## src/rtl/conv_sched_pkg.sv

```systemverilog
// Shared types and constants for the 3x3 convolution frame scheduler.
// Holds the sequencing state enum and the tap-packing helper.
package conv_sched_pkg;

  localparam int NUM_TAPS  = 9;
  localparam int PIX_W     = 8;
  localparam int RES_W     = 16;
  localparam int TAP_IDX_W = 4;

  typedef enum logic [2:0] {
    IDLE     = 3'd0,
    FETCH    = 3'd1,
    CAPTURE  = 3'd2,
    START    = 3'd3,
    WAIT_ENG = 3'd4,
    EMIT     = 3'd5,
    DONE     = 3'd6
  } sched_state_t;

  // Tap i lands in bits [8i+7:8i]
  function automatic logic [NUM_TAPS*PIX_W-1:0] pack_taps(input logic [PIX_W-1:0] taps [NUM_TAPS]);
    logic [NUM_TAPS*PIX_W-1:0] packed_v;
    packed_v = '0;
    for (int i = 0; i < NUM_TAPS; i++) begin
      packed_v[i*PIX_W +: PIX_W] = taps[i];
    end
    return packed_v;
  endfunction

endpackage

```

## src/rtl/conv2d_win_addr_gen.sv

```systemverilog
// Combinational window address generator: maps (orow, ocol, tap) to the
// raster address of that tap inside the IMG_W-wide image memory.
module conv2d_win_addr_gen
  import conv_sched_pkg::*;
#(
  parameter int IMG_W  = 8,
  parameter int ADDR_W = 16
) (
  input  logic [7:0]           orow,
  input  logic [7:0]           ocol,
  input  logic [TAP_IDX_W-1:0] tap,
  output logic [ADDR_W-1:0]    addr
);

  logic [1:0] dy_s;
  logic [1:0] dx_s;

  // Split the tap index into row and column offsets and form the address
  always_comb begin
    dy_s = 2'd0;
    dx_s = 2'd0;
    case (tap)
      4'd0:    begin dy_s = 2'd0; dx_s = 2'd0; end
      4'd1:    begin dy_s = 2'd0; dx_s = 2'd1; end
      4'd2:    begin dy_s = 2'd0; dx_s = 2'd2; end
      4'd3:    begin dy_s = 2'd1; dx_s = 2'd0; end
      4'd4:    begin dy_s = 2'd1; dx_s = 2'd1; end
      4'd5:    begin dy_s = 2'd1; dx_s = 2'd2; end
      4'd6:    begin dy_s = 2'd2; dx_s = 2'd0; end
      4'd7:    begin dy_s = 2'd2; dx_s = 2'd1; end
      4'd8:    begin dy_s = 2'd2; dx_s = 2'd2; end
      default: begin dy_s = 2'd0; dx_s = 2'd0; end
    endcase
    addr = (ADDR_W'(orow) + ADDR_W'(dy_s)) * ADDR_W'(IMG_W) + ADDR_W'(ocol) + ADDR_W'(dx_s);
  end

endmodule

```

## src/rtl/conv2d_frame_scheduler.sv

```systemverilog
// Frame scheduler for the serial 3x3 convolution engine: fetches each window,
// starts the engine, streams results. Optional counters: CONV2D_SCHED_PERF_EN.
module conv2d_frame_scheduler
  import conv_sched_pkg::*;
#(
  parameter int IMG_W  = 8,
  parameter int IMG_H  = 8,
  parameter int ADDR_W = 16
) (
  input  logic                      clk,
  input  logic                      rst,
  input  logic                      cmd_start,
  output logic                      busy,
  output logic                      frame_done,
  input  logic                      k_wr_en,
  input  logic [TAP_IDX_W-1:0]      k_wr_idx,
  input  logic [PIX_W-1:0]          k_wr_data,
  output logic                      mem_rd_en,
  output logic [ADDR_W-1:0]         mem_rd_addr,
  input  logic [PIX_W-1:0]          mem_rd_data,
  output logic                      eng_start,
  output logic [NUM_TAPS*PIX_W-1:0] eng_window,
  output logic [NUM_TAPS*PIX_W-1:0] eng_kernel,
  input  logic [RES_W-1:0]          eng_result,
  input  logic                      eng_done,
  output logic                      res_valid,
  input  logic                      res_ready,
  output logic [RES_W-1:0]          res_data,
  output logic                      res_last
`ifdef CONV2D_SCHED_PERF_EN
  ,
  output logic [31:0]               perf_cycles,
  output logic [31:0]               perf_stall
`endif
);

  localparam logic [7:0]           OUT_W_LAST = 8'(IMG_W - 3);
  localparam logic [7:0]           OUT_H_LAST = 8'(IMG_H - 3);
  localparam logic [TAP_IDX_W-1:0] TAP_LAST   = TAP_IDX_W'(NUM_TAPS - 1);

  sched_state_t         state_r, state_s;
  logic [TAP_IDX_W-1:0] tap_r, tap_s;
  logic [7:0]           orow_r, orow_s;
  logic [7:0]           ocol_r, ocol_s;
  logic [ADDR_W-1:0]    addr_s;
  logic                 last_pos_s;
  logic [PIX_W-1:0]     window_r [NUM_TAPS];
  logic [PIX_W-1:0]     kernel_r [NUM_TAPS];

  assign last_pos_s = (orow_r == OUT_H_LAST) && (ocol_r == OUT_W_LAST);
  assign eng_window = pack_taps(window_r);
  assign eng_kernel = pack_taps(kernel_r);

  // Address is computed from the next position so the read strobe can be registered
  conv2d_win_addr_gen #(.IMG_W(IMG_W), .ADDR_W(ADDR_W)) u_addr_gen (
    .orow (orow_s),
    .ocol (ocol_s),
    .tap  (tap_s),
    .addr (addr_s)
  );

  // Next-state, tap and raster-position logic
  always_comb begin
    state_s = state_r;
    tap_s   = tap_r;
    orow_s  = orow_r;
    ocol_s  = ocol_r;
    case (state_r)
      IDLE: begin
        if (cmd_start) begin
          state_s = FETCH;
          tap_s   = '0;
          orow_s  = 8'd0;
          ocol_s  = 8'd0;
        end else begin
          state_s = IDLE;
        end
      end
      FETCH: begin
        if (tap_r == TAP_LAST) begin
          state_s = CAPTURE;
        end else begin
          tap_s = tap_r + 4'd1;
        end
      end
      CAPTURE: state_s = START;
      START:   state_s = WAIT_ENG;
      WAIT_ENG: begin
        if (eng_done) begin
          state_s = EMIT;
        end else begin
          state_s = WAIT_ENG;
        end
      end
      EMIT: begin
        if (res_ready) begin
          tap_s = '0;
          if (ocol_r == OUT_W_LAST) begin
            ocol_s = 8'd0;
            orow_s = orow_r + 8'd1;
          end else begin
            ocol_s = ocol_r + 8'd1;
          end
          if (last_pos_s) begin
            state_s = DONE;
          end else begin
            state_s = FETCH;
          end
        end else begin
          state_s = EMIT;
        end
      end
      DONE:    state_s = IDLE;
      default: state_s = IDLE;
    endcase
  end

  // State, position and registered control outputs
  always_ff @(posedge clk) begin
    if (rst) begin
      state_r     <= IDLE;
      tap_r       <= '0;
      orow_r      <= 8'd0;
      ocol_r      <= 8'd0;
      busy        <= 1'b0;
      frame_done  <= 1'b0;
      mem_rd_en   <= 1'b0;
      mem_rd_addr <= '0;
      eng_start   <= 1'b0;
      res_valid   <= 1'b0;
      res_data    <= '0;
      res_last    <= 1'b0;
    end else begin
      state_r    <= state_s;
      tap_r      <= tap_s;
      orow_r     <= orow_s;
      ocol_r     <= ocol_s;
      busy       <= state_s inside {FETCH, CAPTURE, START, WAIT_ENG, EMIT};
      frame_done <= (state_s == DONE);
      mem_rd_en  <= (state_s == FETCH);
      eng_start  <= (state_s == START);
      res_valid  <= (state_s == EMIT);
      if (state_s == FETCH) begin
        mem_rd_addr <= addr_s;
      end
      if ((state_r == WAIT_ENG) && eng_done) begin
        res_data <= eng_result;
        res_last <= last_pos_s;
      end
    end
  end

  // Read data trails the strobe by one cycle, so tap i-1 lands while tap i is requested
  always_ff @(posedge clk) begin
    if (rst) begin
      for (int i = 0; i < NUM_TAPS; i++) window_r[i] <= '0;
    end else if ((state_r == FETCH) && (tap_r != 4'd0)) begin
      window_r[tap_r - 4'd1] <= mem_rd_data;
    end else if (state_r == CAPTURE) begin
      window_r[NUM_TAPS-1] <= mem_rd_data;
    end
  end

  // Kernel register file, writable only between frames
  always_ff @(posedge clk) begin
    if (rst) begin
      for (int i = 0; i < NUM_TAPS; i++) kernel_r[i] <= '0;
    end else if (k_wr_en && (state_r == IDLE) && (k_wr_idx < TAP_IDX_W'(NUM_TAPS))) begin
      kernel_r[k_wr_idx] <= k_wr_data;
    end
  end

`ifdef CONV2D_SCHED_PERF_EN
  // Saturating busy-cycle and output-stall counters
  always_ff @(posedge clk) begin
    if (rst) begin
      perf_cycles <= 32'd0;
      perf_stall  <= 32'd0;
    end else if ((state_r == IDLE) && cmd_start) begin
      perf_cycles <= 32'd0;
      perf_stall  <= 32'd0;
    end else begin
      if (busy && (perf_cycles != 32'hFFFF_FFFF)) perf_cycles <= perf_cycles + 32'd1;
      if ((state_r == EMIT) && !res_ready && (perf_stall != 32'hFFFF_FFFF)) perf_stall <= perf_stall + 32'd1;
    end
  end
`endif

endmodule
```

## config.mk

```make
export PLATFORM = sky130hd
export DESIGN_NAME = conv2d_frame_scheduler
export DESIGN_NICKNAME = d
export VERILOG_FILES = /design/src/rtl/conv_sched_pkg.sv /design/src/rtl/conv2d_win_addr_gen.sv /design/src/rtl/conv2d_frame_scheduler.sv
export SDC_FILE = /design/constraint.sdc
export NUM_CORES = 1
export LEC_CHECK = 0
export CAP_MARGIN = 20
export CORE_ASPECT_RATIO = 0.6
export CORE_MARGIN = 4
export CORE_UTILIZATION = 55
export CTS_BUF_LIST = sky130_fd_sc_hd__clkbuf_8
export DETAILED_ROUTE_END_ITERATION = 10
export PLACE_DENSITY = 0.86
export RECOVER_POWER = 25
export REMOVE_ABC_BUFFERS = 1
export SYNTH_ARGS = -nofsm -noshare
export SYNTH_HDL_FRONTEND = slang
export SYNTH_SLANG_ARGS = --single-unit
```

## constraint.sdc

```tcl
create_clock -name clk -period 8.45 [get_ports clk]
set_input_delay 0.845 -clock clk [delete_from_list [all_inputs] [get_ports clk]]
set_output_delay 0.845 -clock clk [all_outputs]
set_load 0.005 [all_outputs]
```

==> results.json, run 1 <==
{
  "finalWirelength_mm": 23.6,
  "path_max_fanout": 15,
  "avgRoutedWirePerCell_um": 17.4,
  "die_x_um": 170,
  "h-tree-depth": 1,
  "drive_gt1_frac": 0.0565,
  "synth-adder-area-share": 0.0319,
  "cts.repair.resized": 0,
  "fin_skew_ps": 18.5,
  "regArea_um2": 4040,
  "dp_slack_ps": 2760,
  "hp-class": "flip-flop to flip-flop",
  "p_leak_uw": 0.00464,
  "endpoint_kind": "flip-flop",
  "grt_pass1_wl_mm": 37.4,
  "fillers": 1119,
  "first_global_vias": 7003,
  "die-area_um2": 18000,
  "ant_nets": 0,
  "synth_xor_area_frac": 0.0151,
  "cts_tree": "done",
  "final.setup.worst_slack_ps": 3110,
  "clock.fmax_mhz": 187,
  "tns_ps": 0,
  "fp-row-count": 35,
  "ys_ff_latch": 202,
  "synth_edf_count": 0,
  "cts_setup_buffers": 0,
  "vias_per_cell": 5.48,
  "synth.largest_area_cell": "dfxtp_1",
  "drcViolationCount": 0,
  "io_buffers": 220,
  "rsz0062_at_grt": "no",
  "clkLatencyLatePin_ps": 550,
  "clock_path_buffers": 3,
  "dr.pass1.iters": 5,
  "dp_hpwl_mm": 17.1,
  "crit_type": "input pin to flip-flop",
  "num_vias": 7415,
  "ys.flop_type": "dfxtp_1",
  "syn-cell-area_um2": 8700,
  "syn_area_per_cell_um2": 9.22,
  "start_util": 0.564,
  "cts_hold_buf": 0,
  "ys_top_cells_by_area": "dfxtp_1, mux2i_1, nor2_1, nand2_1, ha_1",
  "root_buffer": "clkbuf_8",
  "synth_simple_gate_area_frac": 0.199,
  "layout_min_cycle_time_ps": 5340,
  "clk_pin_slew_ps": 60,
  "slew_headroom": 0.268,
  "yosys.cell_types.count": 68,
  "cp_top_family": "simple AND/OR/NAND/NOR gates",
  "cts.sinks": 202,
  "ys_seq_area_frac": 0.465,
  "slowest_delay_ps": 870,
  "ios": 224,
  "antenna_found_initial": 1,
  "netlist_instances": 944,
  "crit_path_cell_trace": "dlygate4sd3_1 > nand4bb_1 > o21ai_1 > nand2_1 > nand2_1 > o21ai_0 > ha_1 > fa_1 > inv_1 > a211oi_2 > xnor2_1 > ha_1 > or4_1 > o221a_2 > and4bb_1 > xnor2_1 > o32a_1",
  "gp_congestion": 0.916,
  "die_y_um": 105,
  "drv_slew": 0,
  "core-area_um2": 15400,
  "multi_input_area_um2": 4350,
  "grt_overflow": 0,
  "min_period_over_period": 0.633,
  "irDropWorstVdd_mv": 0.163,
  "syn_to_final_growth_pct": 32.1,
  "synthArstFlopShare": 0,
  "cts_buffers": 30,
  "arrival_ps": 5770,
  "worst_pin_slew_ps": 1090,
  "synth_top_family_by_area": "simple AND/OR/NAND/NOR gates",
  "drt_iter0_drc": 570,
  "max-cap-violations": 0,
  "cellPowerDensity_nw_per_um2": 161,
  "yosysTopAreaCellShare": 0.465,
  "diodes": 0,
  "finalSetupViolCount": 0,
  "required_ps": 8870,
  "status": "finished, final reports clean",
  "hold_slack_ps": 451,
  "startpoint_type": "input pin",
  "grt_max_degree": 96,
  "muxShareOfSynthArea": 0.166,
  "track_usage": 0.253,
  "layout.nets": 1193,
  "ys_warn_count": 0,
  "slowest_stage": "dlygate4sd3_1",
  "hold_viol_final": 0,
  "synth_compound_area_frac": 0.0861,
  "crit_buf_inv": 2
}
==> layout by cell type, fill, tap and decap left out, types with 6 or more instances in the layout <==
master           count
a21oi_1             40
a31oi_1              7
and2_1              14
and3_1              12
clkbuf_8            38
clkdlybuf4s50_1    140
clkinv_2             6
dfxtp_1            202
dlygate4sd3_1       79
ha_1                19
inv_1               20
mux2i_1            143
nand2_1             73
nand2b_1             7
nand3_1             18
nand4_1              6
nor2_1             173
nor2b_1             10
nor3_1               8
o21a_1               7
o21ai_0             25
xnor2_1             12
==> state kept, by name, summed over array words and instances (netlist names) <==
register	count
busy	1
tap_r	4
orow_r	8
eng_window	72
frame_done	1
mem_rd_addr	13
res_valid	1
ocol_r	8
eng_kernel	72
eng_start	1
res_data	16
state_r	3
mem_rd_en	1
res_last	1
==> worst paths after layout <==
path,startpoint,end,slack (ps),cells past startpoint
worst max-delay path,res_ready,mem_rd_addr[10]$_SDFFE_PP0P_,3110,17
worst min-delay path,eng_window[65]$_SDFFE_PP0P_,eng_window[65]$_SDFFE_PP0P_,450,2
worst max register to register,tap_r[0]$_SDFF_PP0_,mem_rd_addr[10]$_SDFFE_PP0P_,3280,20
worst min register to register,eng_window[65]$_SDFFE_PP0P_,eng_window[65]$_SDFFE_PP0P_,450,2
==> metal layers <==
layer / vias to the layer above / wire length (um) / global-route usage
li1: 3602 / - / -
met1: 3483 / 10700 / 0.362
met2: 290 / 10200 / 0.384
met4: 2 / 377 / 0.0467
met5: - / 11 / 0
met3: 38 / 2310 / 0.0768
==> cell usage after synthesis, types with 12 or more instances <==
cell	count
and3_1	12
ha_1	19
a21oi_1	40
clkbuf_1	53
dfxtp_1	202
and2_1	15
nand2_1	73
nand3_1	18
buf_1	13
mux2i_1	143
nor2_1	173
o21ai_0	25
xnor2_1	12
==> power breakdown <==
part	switching (uW)	total [uW]	leakage [uW]	internal (uW)
combinational	68.2	119	0.00266	50.9
sequential	7.30	969	0.00163	961
clock	364	766	0.000345	402
==> kinds of logic (layout without fill, tap and decap cells) <==
group,after synthesis,after routing
AND/OR/NAND/NOR,362,362
flip-flops,202,202
multiplexers,144,144
AO/OA/AOI/OAI,118,118
buffers and inverters,81,286
adder cells (fa/ha/maj),21,21
XOR/XNOR,15,15
other,1,3
==> worst register-to-register path, stage by stage, from the launching register on <==
cell and delay, ps:
dfxtp_1 410, inv_1 150, ha_1 260, inv_1 120, nor3b_1 490, nor2_1 120
a22oi_1 360, nor2b_1 260, a21oi_1 100, nor2_1 110, ha_1 200, fa_1 220
inv_1 70, a211oi_2 350, xnor2_1 120, ha_1 250, or4_1 550, o221a_2 280
and4bb_1 220, xnor2_1 130, o32a_1 280
==> layout make-up <==
type	instances	share of cell area
Inverter	11	0.00359
Timing Repair Buffer	222	0.193
Multi-Input combinational cell	663	0.379
Clock buffer	38	0.0455
Tap cell	203	0.0221
Sequential cell	202	0.352
Clock inverter	15	0.00555
==> through the flow <==
| stage | total power (uW) | std cells | area, um^2 | utilization |
|---|---|---|---|---|
| 6_report | 1850 | 1354 | 11500 | 0.746 |
| 4_1_cts | 1870 | 1354 | 11500 | 0.746 |
| 3_5_place_dp | 1110 | 1301 | 10900 | 0.708 |
| 5_1_grt | 1930 | 1354 | 11500 | 0.746 |
| 2_1_floorplan | 1030 | 876 | 8430 | - |
| 3_3_place_gp | 1110 | 1301 | 10900 | 0.708 |
No activity file was read; power rests on OpenSTA's default activity.
==> run 2, diff against run 1 <==
CORE_UTILIZATION = 46   (was 55)
PLACE_DENSITY = 0.76   (was 0.86)
clock period = 4.58 ns   (was 8.45 ns; I/O delays follow)
==> run 2 against run 1 <==
Global-route usage fell by 2.8 points. Die area increased by 18%. Largest cell class unchanged. Routed wire length increased by 5.8%. Sequential cell count unchanged. Worst setup slack got worse by 2900 ps. Via count up 1.3%. Clock-buffer cell count did not move. Sequential power increased by 84%. Final cell count grew 5.0%. Critical endpoint unchanged. Clock power increased by 120%.
==> results.json, run 2 (same netlist as run 1, synthesis figures left out) <==
{
  "clock.fmax_mhz": 231,
  "avgRoutedWirePerCell_um": 17.5,
  "first_global_vias": 7231,
  "grt_pass1_wl_mm": 39.0,
  "ant_nets": 0,
  "dr.pass1.iters": 5,
  "finalWirelength_mm": 24.9,
  "whs_path_depth": 2,
  "cts.sinks": 202,
  "die-area_um2": 21300,
  "crit_type": "flip-flop to flip-flop",
  "rr_startpoint": "ocol_r[0]$_SDFF_PP0_",
  "layout.nets": 1222,
  "ios": 224,
  "worst_pin_slew_ps": 909,
  "drt_iter0_drc": 477,
  "crit_path_end": "mem_rd_addr[10]$_SDFFE_PP0P_",
  "startpoint_type": "flip-flop",
  "reg2reg_depth": 15,
  "drcViolationCount": 0,
  "num_vias": 7513,
  "clock_path_buffers": 3,
  "cellPowerDensity_nw_per_um2": 311,
  "swShare": 0.229,
  "reg2reg_to": "mem_rd_addr[10]$_SDFFE_PP0P_",
  "fin_skew_ps": 30.6,
  "dp_slack_ps": -135,
  "fp-row-count": 38,
  "drv_slew": 0,
  "p_total_uw": 3700,
  "clkLatencyLatePin_ps": 560,
  "status": "finished, final reports clean",
  "io_buffers": 220,
  "track_usage": 0.225,
  "start_util": 0.475,
  "path_max_fanout": 5,
  "seqPwrFrac": 0.483,
  "grt_max_degree": 116,
  "clk_pin_slew_ps": 70,
  "vias_per_cell": 5.28,
  "most-common-layout-cells": "dfxtp_1, nor2_1, mux2i_1, clkdlybuf4s50_1, dlygate4sd3_1",
  "syn_to_final_growth_pct": 36.6,
  "p_leak_uw": 0.00488,
  "dp_hpwl_mm": 17.9,
  "cts_setup_buffers": 0,
  "layout_min_cycle_time_ps": 4330,
  "pwr-share-clk": 0.452,
  "cts_buffers": 30,
  "crit_path_start": "ocol_r[0]$_SDFF_PP0_",
  "hold_viol_final": 0,
  "p_int_uw": 2850,
  "mostFrequentLayoutCell": "dfxtp_1",
  "irDropWorstVdd_mv": 0.233,
  "p_sw_uw": 846,
  "core-area_um2": 18300,
  "reg2reg_slack_ps": 250,
  "diodes": 0,
  "hp-class": "input pin to flip-flop",
  "arrival_ps": 4770,
  "final.setup.worst_slack_ps": 255,
  "endpoint_kind": "flip-flop",
  "gp_congestion": 0.896,
  "cts_tree": "done",
  "rsz0062_at_grt": "no",
  "max-cap-violations": 0,
  "h-tree-depth": 1,
  "root_buffer": "clkbuf_8",
  "min_period_over_period": 0.944,
  "die_x_um": 186,
  "required_ps": 5030,
  "antenna_found_initial": 1,
  "die_y_um": 115,
  "finalSetupViolCount": 0,
  "comb_power_share": 0.065,
  "slew_headroom": 0.392,
  "drive_gt1_frac": 0.0854,
  "grt_overflow": 0
}
[run 2: changes by cell type in the layout (fill, tap and decap cells not counted), sizes merged]
cell / change
buf: +28
clkdlybuf4s50: -10
dlygate4sd3: +10
bufinv: +4
inv: -2
clkbuf: +1
[run 2: per-layer routing]
layer,global-route usage,vias up,share of wire
li1,-,3657,-
met1,0.323,3555,0.47
met2,0.338,266,0.42
met3,0.0698,33,0.095
met4,0.0417,2,0.014
met5,0,-,0.00044
[run 2: power groups by stage]
stage	clock network [uW]	logic (uW)	registers, uW
after global placement	0	239	1820
after floorplan	0	81.9	1820
after global routing	1790	263	1790
final	1670	242	1780
after CTS	1710	244	1780
after detailed placement	0	241	1820
[run 2: worst min path at each step]
stage | from | end
after floorplan | eng_window[64]$_SDFFE_PP0P_ | eng_window[64]$_SDFFE_PP0P_
after global placement | eng_window[68]$_SDFFE_PP0P_ | eng_window[68]$_SDFFE_PP0P_
after detailed placement | eng_window[68]$_SDFFE_PP0P_ | eng_window[68]$_SDFFE_PP0P_
after CTS | rst | eng_window[29]$_SDFFE_PP0P_
after global routing | rst | eng_window[4]$_SDFFE_PP0P_
final | rst | eng_window[34]$_SDFFE_PP0P_
[run 2: what timing repair did]
| action | CTS | global route |
|---|---|---|
| resized for setup | 0 | 4 |
| endpoints found under the setup margin | 0 | 2 |
| hold buffers | 0 | 0 |
[run 2: final cells by class]
cell class,instances,area (um^2)
inverter,11,41.3
timing repair buffer,251,2430
fill,1530,6420
tap,240,300
clock inverter,17,176
multi-input combinational,663,4370
clock buffer,38,523
sequential,202,4040
[run 2: critical path: stages (launching register included)]
cell and delay, ps:
dfxtp_1 400, ha_1 180, or4b_1 550, nor2_1 200, nand2_1 80, o21ai_0 460
fa_1 330, inv_1 70, a211oi_2 240, xnor2_1 130, ha_1 230, or4_1 500
o221a_2 250, and4bb_1 210, xnor2_1 120, o32a_1 280
[run 2: metrics by stage]
stage / area, um^2 / std cells / utilization / hold slack [ps] / TNS (ps)
floorplan: 8430 / 876 / - / 442 / 0
global placement: 11200 / 1367 / 0.610 / 438 / -18.3
detailed placement: 11200 / 1367 / 0.610 / 444 / -135
CTS: 11900 / 1422 / 0.649 / 427 / 0
global route: 11900 / 1422 / 0.649 / 441 / 0
finish: 11900 / 1422 / 0.649 / 434 / 0
